## src/rtl/writeback_pipe_pkg.sv

```systemverilog
// Shared CPU definitions for the EX/ME/WB writeback pipeline: stage entry
// layout, register constants and the "does this entry write a register" test.
package writeback_pipe_pkg;

    localparam int         XLEN     = 32;
    localparam logic [4:0] REG_ZERO = 5'd0;
    localparam logic [4:0] REG_RA   = 5'd31;

    typedef struct packed {
        logic       valid;
        logic       we;
        logic       is_load;
        logic [4:0] wa;
    } stage_t;

    localparam int     STAGE_W     = $bits(stage_t);
    localparam stage_t STAGE_EMPTY = '0;

    // Register 0 is hardwired, so an entry targeting it never produces a write.
    function automatic logic writes_reg(input stage_t s);
        return s.valid && s.we && (s.wa != REG_ZERO);
    endfunction

endpackage

```

## src/rtl/writeback_pipe_wb_stage_reg.sv

```systemverilog
// One pipeline stage holding an entry plus its 32-bit data word; it loads on
// advance and can be forced to a bubble instead of the incoming entry.
import writeback_pipe_pkg::*;

module wb_stage_reg (
    input  logic               clk,
    input  logic               rst,
    input  logic               i_adv,
    input  logic               i_bubble,
    input  logic [STAGE_W-1:0] i_entry,
    input  logic [XLEN-1:0]    i_data,
    output logic [STAGE_W-1:0] o_entry,
    output logic [XLEN-1:0]    o_data
);

    logic [STAGE_W-1:0] r_entry;
    logic [XLEN-1:0]    r_data;

    always_ff @(posedge clk or negedge rst) begin
        if (!rst) begin
            r_entry <= '0;
            r_data  <= '0;
        end else if (i_adv) begin
            r_entry <= i_bubble ? STAGE_EMPTY : i_entry;
            r_data  <= i_data;
        end
    end

    assign o_entry = r_entry;
    assign o_data  = r_data;

endmodule

```

## src/rtl/writeback_pipe.sv

```systemverilog
// EX/ME/WB tail of the CPU pipeline: forwarding bus, register-file write port,
// load-use hazard detection and retired-instruction counting.
import writeback_pipe_pkg::*;

module writeback_pipe (
    input  logic        clk,
    input  logic        rst,
    input  logic        id_valid,
    input  logic        id_we,
    input  logic        id_is_load,
    input  logic [4:0]  id_wa,
    input  logic [4:0]  id_rs1,
    input  logic [4:0]  id_rs2,
    input  logic [31:0] ex_result,
    input  logic [31:0] mem_rdata,
    input  logic        stall_in,
    input  logic        flush,
    output logic        we_ex,
    output logic        we_me,
    output logic        we_wb,
    output logic [4:0]  wa_ex,
    output logic [4:0]  wa_me,
    output logic [4:0]  wa_wb,
    output logic [31:0] wd_ex,
    output logic [31:0] wd_me,
    output logic [31:0] wd_wb,
    output logic        commit_we,
    output logic [4:0]  commit_addr,
    output logic [31:0] commit_data,
    output logic        load_use_stall,
    output logic [31:0] instret
);

    stage_t            r_ex;
    logic [XLEN-1:0]   r_instret;
    stage_t            w_id;
    stage_t            w_me;
    stage_t            w_wb;
    logic [XLEN-1:0]   w_me_data;
    logic [XLEN-1:0]   w_wb_data;
    logic              w_adv;
    logic              w_ex_bubble;
    logic              w_lu_hazard;

    assign w_adv = !stall_in;
    assign w_id  = '{valid: id_valid, we: id_we, is_load: id_is_load, wa: id_wa};

    // A load in EX has no data yet, so a dependent instruction in ID must wait one cycle.
    assign w_lu_hazard = id_valid && writes_reg(r_ex) && r_ex.is_load &&
                         ((r_ex.wa == id_rs1) || (r_ex.wa == id_rs2));
    assign w_ex_bubble = flush || w_lu_hazard;

    // ID -> EX
    always_ff @(posedge clk or negedge rst) begin
        if (!rst) begin
            r_ex <= STAGE_EMPTY;
        end else if (w_adv) begin
            r_ex <= w_ex_bubble ? STAGE_EMPTY : w_id;
        end
    end

    // EX -> ME
    wb_stage_reg u_me (
        .clk      (clk),
        .rst      (rst),
        .i_adv    (w_adv),
        .i_bubble (1'b0),
        .i_entry  (r_ex),
        .i_data   (ex_result),
        .o_entry  (w_me),
        .o_data   (w_me_data)
    );

    // ME -> WB; loads resolve to memory data here so WB always holds the final value
    wb_stage_reg u_wb (
        .clk      (clk),
        .rst      (rst),
        .i_adv    (w_adv),
        .i_bubble (1'b0),
        .i_entry  (w_me),
        .i_data   (wd_me),
        .o_entry  (w_wb),
        .o_data   (w_wb_data)
    );

    always_ff @(posedge clk or negedge rst) begin
        if (!rst) begin
            r_instret <= '0;
        end else if (w_adv && w_wb.valid) begin
            r_instret <= r_instret + 32'd1;
        end
    end

    assign we_ex = writes_reg(r_ex) && !r_ex.is_load;
    assign we_me = writes_reg(w_me);
    assign we_wb = writes_reg(w_wb);
    assign wa_ex = r_ex.wa;
    assign wa_me = w_me.wa;
    assign wa_wb = w_wb.wa;
    assign wd_ex = ex_result;
    assign wd_me = w_me.is_load ? mem_rdata : w_me_data;
    assign wd_wb = w_wb_data;

    assign commit_we      = we_wb;
    assign commit_addr    = wa_wb;
    assign commit_data    = wd_wb;
    assign load_use_stall = w_lu_hazard;
    assign instret        = r_instret;

endmodule

```

## config.mk

```make
export PLATFORM = sky130hd
export DESIGN_NAME = writeback_pipe
export DESIGN_NICKNAME = d
export VERILOG_FILES = /design/src/rtl/writeback_pipe_pkg.sv /design/src/rtl/writeback_pipe_wb_stage_reg.sv /design/src/rtl/writeback_pipe.sv
export SDC_FILE = /design/constraint.sdc
export NUM_CORES = 1
export LEC_CHECK = 0
export CORE_MARGIN = 5
export CORE_UTILIZATION = 46
export DETAILED_ROUTE_END_ITERATION = 12
export PLACE_DENSITY = 0.93
export SYNTH_ARGS = -nofsm -noshare
export SYNTH_HDL_FRONTEND = slang
export SYNTH_HIERARCHICAL = 1
export SYNTH_SLANG_ARGS = --single-unit
```

## constraint.sdc

```tcl
create_clock -name clk -period 4 [get_ports clk]
set_clock_uncertainty 0.1 [all_clocks]
set_input_delay 0.4 -clock clk [delete_from_list [all_inputs] [get_ports clk]]
set_output_delay 0.4 -clock clk [all_outputs]
set_load 0.01 [all_outputs]
```

# After elaboration in Yosys (flattened, before gate mapping)
# Cells that the tools add are included.
[word_totals]
regBits = 120
in_bits = 86
out_inout_bits = 185
word_cells = 32
[classes]
n_addsub = 1
n_eq_ne = 2
n_mux = 2
n_reduce_logical = 18
[op_table]
columns = ["operator", "count"]
rows = [
  ["$add 32x1->32 const B", 1],
  ["$mux 32", 1],
  ["$reduce_bool 5->1", 3],
  ["$logic_and 1x1->1", 11],
  ["$eq 5x5->1", 2],
  ["$mux 8", 1],
  ["$logic_not 1->1", 2],
  ["$logic_or 1x1->1", 2],
]

# Depth between registers and ports, before layout
[depth]
ltp_word = 7
depth_mapped = 6
mapped_depth_nobuf = 5

# Cells and area by module
# Netlist, hierarchy kept.
[by_module_without_submodules]
columns = ["mod", "instances", "cells_each", "area_per_inst_um2", "seq_area_each_um2"]
rows = [
  ["wb_stage_reg", 2, 101, 1586.5, 1001.0],
  ["writeback_pipe", 1, 313, 3116.7, 1001.0],
]

# Least setup slack after synthesis
# Ideal clock, no wire load.
[synth_path]
path_type = "reg-to-output"
from = "register r_ex, in the netlist wa_ex[0]"
to = "output port load_use_stall"
arrival_time_ps = 1431
t_required_ps = 3500
slack_ps = 2069
stages_incl_launch_ff = 4
n_path_buf = 0
path_cell_list = "dfrtp_1 or4_1 o2111ai_2 nor2b_1"
[synth_between]
elab_chain_len = 5
elab_cells_between_ends = 8
classes_between = "eq/ne: 2; reduce/logical: 6"
[synth_lines]
columns = ["element", "line_no", "text"]
rows = [
  ["from (decl)", "writeback_pipe.sv:34", "stage_t r_ex;"],
  ["from (signal assigned)", "writeback_pipe.sv:58", "r_ex <= w_ex_bubble ? STAGE_EMPTY : w_id;"],
  ["$reduce_bool 5->1", "writeback_pipe_pkg.sv:21", "return s.valid && s.we && (s.wa != REG_ZERO);"],
  ["$logic_and 1x1->1", "writeback_pipe_pkg.sv:21", ""],
  ["$logic_and 1x1->1 (2 in a row)", "writeback_pipe.sv:49", "assign w_lu_hazard = id_valid && writes_reg(r_ex) && r_ex.is_load &&"],
  ["$logic_and 1x1->1 (*)", "writeback_pipe.sv:49", ""],
  ["to (decl)", "writeback_pipe.sv:30", "output logic load_use_stall,"],
]
# Mark *: on every way between the ends. The rest lies on a longest branch, timed or not.

# Worst setup path in the final report
[layout_path]
from = "register r_ex, in the netlist wa_ex[1]"
to = "output port load_use_stall"
# The elaborated chain is that of the path after synthesis.

==> results.ini <==
[sta]
period_share_pct=76.7
fin_setup_tns_ps=0
maxSlewViolCount=0
post-route-min-period_ps=3070
max_slew_margin_pct=44.9
worst_slew_pin_slew_ps=823
whs_ps=-43.8
finalSetupViolations=0
rsz0062_at_grt=no
timing.fmax_ghz=0.326
finalHoldViolations=47

[cells_and_area]
nFillCells=894
final_area_mm2=0.00924
drive_above_1_share_pct=19.3
fin_nets=810
diodes=0
syn_to_final_growth_pct=47.9

[setup_path]
cpPeakStageDelay_ps=580
critical_path_buf_inv_count=1
worst_setup_path_end_kind=output pin
start_kind=flop
crit_family=compound AO/OA/AOI/OAI gates
slowest_stage=o22ai_1
critPathKind=flop to output pin
crit_fanout=9
crit_required_ps=3500
crit_path_cell_trace=xnor2_1 -> nand2_1 -> o22ai_1 -> nor2b_1 -> clkdlybuf4s50_1
arrival_ps=2570

[status]
violations=negative hold slack
status=complete, but fails checks

[drt]
drtIter0Drc=205
drc=0
drtPass1Iterations=5
wl_um=17600
antenna_left=0
via_per_inst=5.17
wire_per_inst_um=19.3
vias=4713

[clock_network]
cts_max_path_buffers=2
insertion_delay_ps=410
cts_tree=built
clkSinkCount=119
cts-htree-levels=4
numCtsBuffers=17
postCtsSetupBuffers=0
holdBufCountCts=0
cts_root_buffer=clkbuf_16
cts_resized=0
path_clk_slew_ps=50

[power_and_ir_drop]
p_per_area_mw_per_mm2=457
leakage_nw=3.89
ir_worst_vdd_uv=331

[placement]
dpl_cell_area_mm2=0.00857
gp_congestion=0.841
dp_hpwl_um=13100
portBuffers=270

[global_routing]
grt_antenna_before_repair=0
grt_use_total_pct=21.9
globalRouteOverflowTotal=0
grt_start_max_net_pins=120
grt_pass1_wl_um=27800
grt_pass1_vias=5209

[floorplanning]
fp.coreArea_mm2=0.0133
rows=42
die-area_mm2=0.0160
top_level_ports=271
start_util_pct=47.0
die-height_um=127
die_w_um=127

[logic_synthesis]
netlist_instances=511
post_synth.cell_area_avg_um2=12.2
synth_area_mm2=0.00625
yosys_warnings=6

[run]
drv_cap=0

[hold_path]
hp-class=input port to async pin

==> flip-flops by register name (all words and copies together) (netlist names) <==
| name | cells |
|---|---|
| instret | 32 |
| r_ex | 3 |
| u_me/o_data | 32 |
| u_me/o_entry | 8 |
| u_wb/o_data | 32 |
| u_wb/o_entry | 7 |
| wa_ex | 5 |
==> worst reg2reg max path: stages, from the launching register on <==
cell       delay [ps]
dfrtp_1           460
or4_1             610
o2111ai_2         430
a32oi_1           170
o21ai_0           130
==> metal layers <==
metal | track usage, % | vias to the layer above | routed length [um]
met5 | 0 | - | 0
met4 | 8.52 | 0 | 393
met1 | 23.8 | 2368 | 6500
met2 | 39.8 | 203 | 9520
met3 | 6.64 | 33 | 1180
li1 | - | 2109 | -
==> power by group <==
part / total [mW] / internal [mW] / switching, mW
Clock: 1.71 / 1.19 / 0.529
Sequential: 1.48 / 1.34 / 0.141
Combinational: 1.03 / 0.635 / 0.391
==> final timing paths <==
path | cells past startpoint | end | slack, ps | startpoint
max in group asynchronous | 2 | instret[25]$_DFFE_PN0P_ | 3320 | rst
min | 2 | u_me/o_data[16]$_DFFE_PN0P_ | -40 | rst
min in group clk | 1 | instret[26]$_DFFE_PN0P_ | 390 | instret[26]$_DFFE_PN0P_
min reg2reg | 1 | instret[26]$_DFFE_PN0P_ | 390 | instret[26]$_DFFE_PN0P_
max | 5 | load_use_stall | 930 | wa_ex[1]$_DFFE_PN0N_
max reg2reg | 4 | r_ex[7]$_DFFE_PN0N_ | 2010 | wa_ex[0]$_DFFE_PN0N_
==> cell type report <==
| type | count | area, um^2 | area share [%] |
|---|---|---|---|
| tap | 176 | 220 | 2.38 |
| multi-input combinational | 295 | 2560 | 27.7 |
| sequential | 119 | 2980 | 32.2 |
| inverter | 17 | 66.3 | 0.718 |
| clock inverter | 8 | 165 | 1.79 |
| timing repair buffer | 273 | 2750 | 29.7 |
| clock buffer | 24 | 502 | 5.43 |
==> cells in the final DEF (no fill, tap or decap), types with 6 or more instances in the layout <==
master,count
nand3b_1,22
nand2_1,16
xnor2_1,28
clkbuf_16,17
xor2_1,13
and2_1,6
nor2_1,6
nand3_1,9
o21ai_0,17
conb_1,15
dfrtp_1,119
nor3b_1,8
clkdlybuf4s50_1,269
mux2_4,28
nand4_1,9
o21ai_1,6
inv_1,16
a22oi_1,7
mux2_2,69
==> stage by stage <==
stage / power [mW] / setup slack (ps) / cells / hold WS (ps) / utilization [%]
finish: 4.22 / 932 / 912 / -43.8 / 69.5
global route: 4.38 / 792 / 912 / 32.4 / 69.5
CTS: 4.25 / 914 / 912 / 4.69 / 69.5
detailed placement: 2.53 / 1060 / 880 / 384 / 64.5
global placement: 2.49 / 1100 / 880 / 363 / 64.5
floorplan: 1.99 / 2070 / 525 / 4.41 / -
(Power assumes the default switching activity.)
